`src/rtl/toggle_monitor.sv`:
```
// Counts toggles of an upstream T flip-flop's q output over a fixed window,
// reports the count on a valid/ready handshake and flags q/qbar violations.
module toggle_monitor #(
   parameter int unsigned CNT_W = 8,
   parameter int unsigned WIN   = 16
) (
   input  logic             clk,
   input  logic             rst,
   input  logic             q_in,
   input  logic             qbar_in,
   input  logic             en,
   input  logic             ready,
   input  logic             err_clr,
   output logic             rise,
   output logic             fall,
   output logic [CNT_W-1:0] count,
   output logic             valid,
   output logic             sat,
   output logic             err
);

   localparam int unsigned WIN_W = $clog2(WIN);
   localparam logic [WIN_W-1:0] WIN_LAST = WIN_W'(WIN - 1);
   localparam logic [CNT_W-1:0] CNT_MAX  = '1;

   typedef enum logic [1:0] {
      IDLE    = 2'd0,
      MEASURE = 2'd1,
      REPORT  = 2'd2
   } state_t;

   state_t state;
   state_t state_nxt;

   logic             q_d;
   logic [WIN_W-1:0] win_cnt;
   logic [CNT_W-1:0] tog_cnt;
   logic             sat_acc;

   logic             toggle;
   logic             win_last;
   logic             tog_at_max;
   logic [CNT_W-1:0] tog_inc;

   logic             cnt_clr;
   logic             cnt_step;
   logic             rpt_load;
   logic             rpt_ack;

   assign toggle     = q_in ^ q_d;
   assign win_last   = (win_cnt == WIN_LAST);
   assign tog_at_max = (tog_cnt == CNT_MAX);
   assign tog_inc    = tog_at_max ? tog_cnt : tog_cnt + 1'b1;

   // State register
   always_ff @(posedge clk or posedge rst) begin
      if (rst) begin
         state <= IDLE;
      end else begin
         state <= state_nxt;
      end
   end

   // Next-state logic; a dropped enable aborts the window before it can complete
   always_comb begin
      state_nxt = state;
      case (state)
         IDLE: begin
            if (en) begin
               state_nxt = MEASURE;
            end
         end
         MEASURE: begin
            if (!en) begin
               state_nxt = IDLE;
            end else if (win_last) begin
               state_nxt = REPORT;
            end
         end
         REPORT: begin
            if (ready) begin
               state_nxt = en ? MEASURE : IDLE;
            end
         end
         default: state_nxt = IDLE;
      endcase
   end

   // Datapath controls decoded from state and inputs
   always_comb begin
      cnt_clr  = 1'b0;
      cnt_step = 1'b0;
      rpt_load = 1'b0;
      rpt_ack  = 1'b0;
      case (state)
         IDLE: begin
            cnt_clr = en;
         end
         MEASURE: begin
            if (en) begin
               rpt_load = win_last;
               cnt_step = !win_last;
            end
         end
         REPORT: begin
            if (ready) begin
               rpt_ack = 1'b1;
               cnt_clr = en;
            end
         end
         default: ;
      endcase
   end

   // Edge detection runs in every state
   always_ff @(posedge clk or posedge rst) begin
      if (rst) begin
         q_d  <= 1'b0;
         rise <= 1'b0;
         fall <= 1'b0;
      end else begin
         q_d  <= q_in;
         rise <= q_in & ~q_d;
         fall <= ~q_in & q_d;
      end
   end

   // Window and toggle counters
   always_ff @(posedge clk or posedge rst) begin
      if (rst) begin
         win_cnt <= '0;
         tog_cnt <= '0;
         sat_acc <= 1'b0;
      end else if (cnt_clr) begin
         win_cnt <= '0;
         tog_cnt <= '0;
         sat_acc <= 1'b0;
      end else if (cnt_step) begin
         win_cnt <= win_cnt + 1'b1;
         if (toggle) begin
            tog_cnt <= tog_inc;
            if (tog_at_max) begin
               sat_acc <= 1'b1;
            end
         end
      end
   end

   // Reported result; the final edge's toggle is folded in as it is loaded
   always_ff @(posedge clk or posedge rst) begin
      if (rst) begin
         count <= '0;
         sat   <= 1'b0;
         valid <= 1'b0;
      end else if (rpt_load) begin
         count <= toggle ? tog_inc : tog_cnt;
         sat   <= sat_acc | (toggle & tog_at_max);
         valid <= 1'b1;
      end else if (rpt_ack) begin
         valid <= 1'b0;
      end
   end

   // Sticky complementary-output check; a new violation beats a clear
   always_ff @(posedge clk or posedge rst) begin
      if (rst) begin
         err <= 1'b0;
      end else if (q_in == qbar_in) begin
         err <= 1'b1;
      end else if (err_clr) begin
         err <= 1'b0;
      end
   end

endmodule

```
`config.mk`:
```
export PLATFORM = sky130hd
export DESIGN_NAME = toggle_monitor
export DESIGN_NICKNAME = d
export VERILOG_FILES = /design/src/rtl/toggle_monitor.sv
export SDC_FILE = /design/constraint.sdc
export NUM_CORES = 1
export LEC_CHECK = 0
export ABC_AREA = 1
export CORE_AREA = 4 4 57 80
export DETAILED_ROUTE_END_ITERATION = 8
export DIE_AREA = 0 0 61 84
export MAX_ROUTING_LAYER = met4
export PLACE_DENSITY = 0.58
export SLEW_MARGIN = 20
export SYNTH_ARGS = -nofsm -noshare
export SYNTH_HDL_FRONTEND = slang
export SYNTH_SLANG_ARGS = --single-unit
```
`constraint.sdc`:
```
create_clock -name clk -period 2.4 [get_ports clk]
set_input_delay 0.48 -clock clk [delete_from_list [all_inputs] [get_ports clk]]
set_output_delay 0.48 -clock clk [all_outputs]
set_load 0.005 [all_outputs]
```
## Word-level counts from Yosys, hierarchy flattened

Cells that the tools add are included.

| storage, ports and cells | value |
|---|---|
| logic and storage cells | 65 |
| flip-flop bits (word level) | 29 |
| input port bits | 7 |
| output and inout bits | 13 |

| cells by class | value |
|---|---|
| bitwise gates (word level) | 7 |
| eq/ne operators | 8 |
| multiplexer cells | 28 |
| add/subtract/negate cells | 2 |
| reduce and logical (&&, ||, !) cells | 9 |

Operators with widths:

| kind | number |
|---|---|
| $mux 8 | 4 |
| $mux 1 | 16 |
| $reduce_bool 2->1 | 5 |
| $add 8x1->8 const B | 1 |
| $eq 8x8->1 const B | 1 |
| $mux 2 | 4 |
| $mux 4 | 2 |
| $pmux 2 s3 | 1 |
| $reduce_and 3->1 | 2 |
| $add 4x1->4 const B | 1 |
| $eq 4x4->1 const B | 1 |
| $ne 2x2->1 const B | 2 |
| $and 1x1->1 | 3 |
| $ne 3x3->1 const B | 1 |
| $eq 2x1->1 const B | 1 |
| $eq 2x2->1 const B | 1 |
| $logic_not 2->1 | 1 |
| $not 1->1 | 2 |
| $pmux 1 s2 | 1 |
| $eq 1x1->1 | 1 |
| $logic_not 1->1 | 1 |
| $or 1x1->1 | 1 |
| $xor 1x1->1 | 1 |

## Depth between registers and ports, before layout

| depth | value |
|---|---|
| depth in word-level cells | 6 |
| mapped depth | 10 |
| gate-level depth less buffers | 10 |

## Worst setup path before layout

No wires, ideal clock.

| path | value |
|---|---|
| kind | input to register |
| start point | input q_in |
| end point | register count[7] |
| path slack | 0.853 ns |
| buffers on the path | 0 |
| data required time | 2.284 ns |
| stages | 10 |
| setup time | 0.116 ns |
| arrival | 1.430 ns |
| cell sequence | inv_1 ha_1 inv_1 nand2_1 nor2_2 nand2_1 nand2_1 nand3_1 nand2_1 nand2_1 |

| on the way | value |
|---|---|
| longest elaborated chain between the ends | 2 |

Ends and longest elaborated chain:

| element | line | source |
|---|---|---|
| from (decl) | 9 | `input logic q_in,` |
| $xor 1x1->1 | 50 | `assign toggle = q_in ^ q_d;` |
| $mux 8 | n/a |  |
| to (signal assigned) | 156 | `count <= toggle ? tog_inc : tog_cnt;` |
| to (decl) | 16 | `output logic [CNT_W-1:0] count,` |

Every way passes these cells.
A chain may end at the register's enable or synchronous reset.

## Final worst setup path

| path | value |
|---|---|
| start point | input q_in |
| end point | register tog_cnt[7] |

| on the way | value |
|---|---|
| longest elaborated chain between the ends | 4 |

Ends and longest elaborated chain:

| element | line | source |
|---|---|---|
| $xor 1x1->1 | 50 |  |
| $mux 8 (3 in a row) | n/a |  |
| to (signal assigned) | 141 | `tog_cnt <= tog_inc;` |
| to (decl) | 37 | `logic [CNT_W-1:0] tog_cnt;` |

Every way passes these cells. The select of a mux whose other input is x is not followed.

==> metrics.yaml <==
status:
  outcome: "finished clean"
timing:
  hold_viol: 0
  slew_viol_final: 0
  final.setup_skew_ns: 0.007705
  tightest_slew_ns: 0.3796
  final.setup.tns_ns: 0
  rsz0062_at_grt: "false"
  finalCritPeriodShare_pct: 81.91
  maxSlewHeadroom_pct: 74.70
  setup_viol: 0
  max_freq_mhz: 508.7
  post-route-min-period_ns: 1.966
clock_network:
  post_cts_buffers: 0
  cts_tree: "done"
  cts_hold_buf: 0
  clock_path_buffers: 2
  cts_root_buffer: "clkbuf_8"
  cts_buffers: 5
  clock-sinks: 29
  htreeDepth: 2
  clk_pin_slew_ns: 0.07
  clk_latency_ns: 0.29
  cts_resized: 0
floorplanning:
  rows: 27
  dieArea_mm2: 0.005124
  dieHeight_um: 84
  die_w_um: 61
  initial_utilization_pct: 38.53
  core_area_mm2: 0.003851
  io_pins: 20
detailed_routing:
  drc_errors: 0
  drt_first_iter_violations: 43
  drt-total-wl_mm: 3.187
  num_vias: 1241
  routedWlPerCell_um: 12.90
  avgViaCountPerCell: 5.024
  antenna_left: 0
  firstDrtPassIters: 4
placement:
  place_area_mm2: 0.001713
  dp_hpwl_mm: 2.338
  io_buffer_count: 19
  place.gp.congestion: 0.8999
synthesis:
  yosysWarnings: 0
  ys_ff_latch: 29
  synth_top_area_share_pct: 48.90
  syn-instance-count: 178
  syn_area_per_cell_um2: 8.337
  seq_area_frac_synth_pct: 48.90
  synth_nets: 189
  yosys.area.top_type: "dfrtp_1"
  yosys.cell_types.count: 22
  synth.area.top_cells: "dfrtp_1 (49%), nand2_1 (14%), nand3_1 (8.4%)"
  synth_area_mm2: 0.001484
setup_path:
  cp.arrival_ns: 2.15
  crit_path_end_kind: "flip-flop"
  cp_slowest_stage_delay_ns: 0.54
  worst_path_most_repeated_cell: "nand2_1"
  start_kind: "input port"
  worstPathRequired_ns: 2.58
  crit_slowest_cell: "clkdlybuf4s50_1"
  worstPathCellList: "clkdlybuf4s50_1 -> inv_1 -> ha_1 -> inv_1 -> nand2_1 -> nor2_2 -> nand2_1 -> nand2_1 -> nand3_1 -> nand2_1 -> nand2_1"
  crit_fanout: 5
  crit_type: "in -> reg"
final_layout:
  final_area_mm2: 0.001829
  syn2layout_area_growth_pct: 23.27
  nNetsFinal: 214
  final_common_cell: "nand2_1"
  final_cell_mix: "nand2_1 (57), dfrtp_1 (29), nand3_1 (25), inv_1 (19), clkdlybuf4s50_1 (19)"
  n_fill_cell: 388
  n_antenna_cell: 0
  drive_gt1_share_pct: 13.24
grt:
  overflow: 0
  grt_max_degree: 30
  grt_pass1_wl_mm: 5.485
  grt_usage_pct: 14.60
  grt_pass1_vias: 1230
  antenna_found_initial: 0
pwr:
  p_leak_nw: 0.9346
  peakVddDrop_v: 0.0005077
  power_density_mw_per_mm2: 684.6
run:
  max-cap-violations: 0
worst_hold_path:
  hp-class: "reg -> reg"
[cell type report]
| type | count | area (um2) | area share [%] |
|---|---|---|---|
| Multi-Input combinational cell | 124 | 646.9 | 35.36 |
| Sequential cell | 29 | 725.7 | 39.67 |
| Tap cell | 43 | 53.80 | 2.941 |
| Timing Repair Buffer | 20 | 197.7 | 10.81 |
| Inverter | 23 | 88.84 | 4.856 |
| Clock inverter | 1 | 30.03 | 1.642 |
| Clock buffer | 7 | 86.33 | 4.720 |
[cell families (layout without fill, tap and decap cells)]
kind of cell | after synthesis | in the layout | share of synthesized area (%)
compound gates | 12 | 12 | 4.722
buf+inv | 25 | 51 | 7.504
flops | 29 | 29 | 48.90
fa+ha+maj | 4 | 4 | 3.373
simple gates | 108 | 108 | 35.50
[final timing paths]
path	start	to	slack, ns	depth (start not counted)
setup / recovery	q_in	tog_cnt[7]$_DFFE_PP0P_	0.43	11
hold / removal	count[2]$_DFFE_PP0P_	count[2]$_DFFE_PP0P_	0.48	2
setup reg to reg	win_cnt[0]$_DFFE_PP0P_	tog_cnt[1]$_DFFE_PP0P_	0.76	9
hold reg to reg	count[2]$_DFFE_PP0P_	count[2]$_DFFE_PP0P_	0.48	2
max in group asynchronous	rst	tog_cnt[1]$_DFFE_PP0P_	1.55	3
min in group asynchronous	rst	valid$_DFFE_PP0P_	0.56	3
[report_power, final]
part	internal (mW)	leakage [nW]	switching, mW
Combinational	0.0632	0.485	0.0946
Clock	0.338	0.0585	0.189
Sequential	0.526	0.391	0.0409
[state kept, by name, summed over array words and instances (netlist names)]
name,cells
count,8
tog_cnt,8
win_cnt,4
state,2
err,1
fall,1
q_d,1
rise,1
sat,1
sat_acc,1
valid,1
[metal layers]
metal | wire length (um) | vias up | GRT usage (%) | share of wire, %
met1 | 1293 | 602 | 15.79 | 41
met3 | 118 | 6 | 4.334 | 3.7
met2 | 1714 | 21 | 24.15 | 54
li1 | - | 612 | - | -
met5 | 0 | - | - | 0
met4 | 61 | 0 | 5.917 | 1.9
[Yosys cell counts (all sizes together)]
| master | number |
|---|---|
| a21oi | 4 |
| inv | 23 |
| nor3 | 1 |
| nor2 | 14 |
| dfrtp | 29 |
| nand3b | 2 |
| nand2 | 62 |
| nand4 | 3 |
| a21o | 1 |
| o21ai | 6 |
| a31oi | 1 |
| buf | 2 |
| ha | 4 |
| nand3 | 26 |
[stage by stage]
stage          hold slack (ns)  util (%)  power (mW)  setup slack (ns)  std cells
3_3_place_gp            0.4647     44.48      0.7289            0.1929        239
6_report                0.4798     47.50       1.252            0.4343        247
2_1_floorplan           0.4724         -      0.6828            0.8533        178
5_1_grt                 0.5012     47.50       1.315            0.3249        247
4_1_cts                 0.4836     47.50       1.257            0.4351        247
3_5_place_dp            0.4658     44.48      0.7355            0.1457        239
[worst max-delay path, delay by kind of cell]
kind	cells	cell delay, ns
buffers and inverters	3	0.75
adder cells (fa/ha/maj)	1	0.36
AND/OR/NAND/NOR	7	0.55
Power figures use the tool's default switching activity.
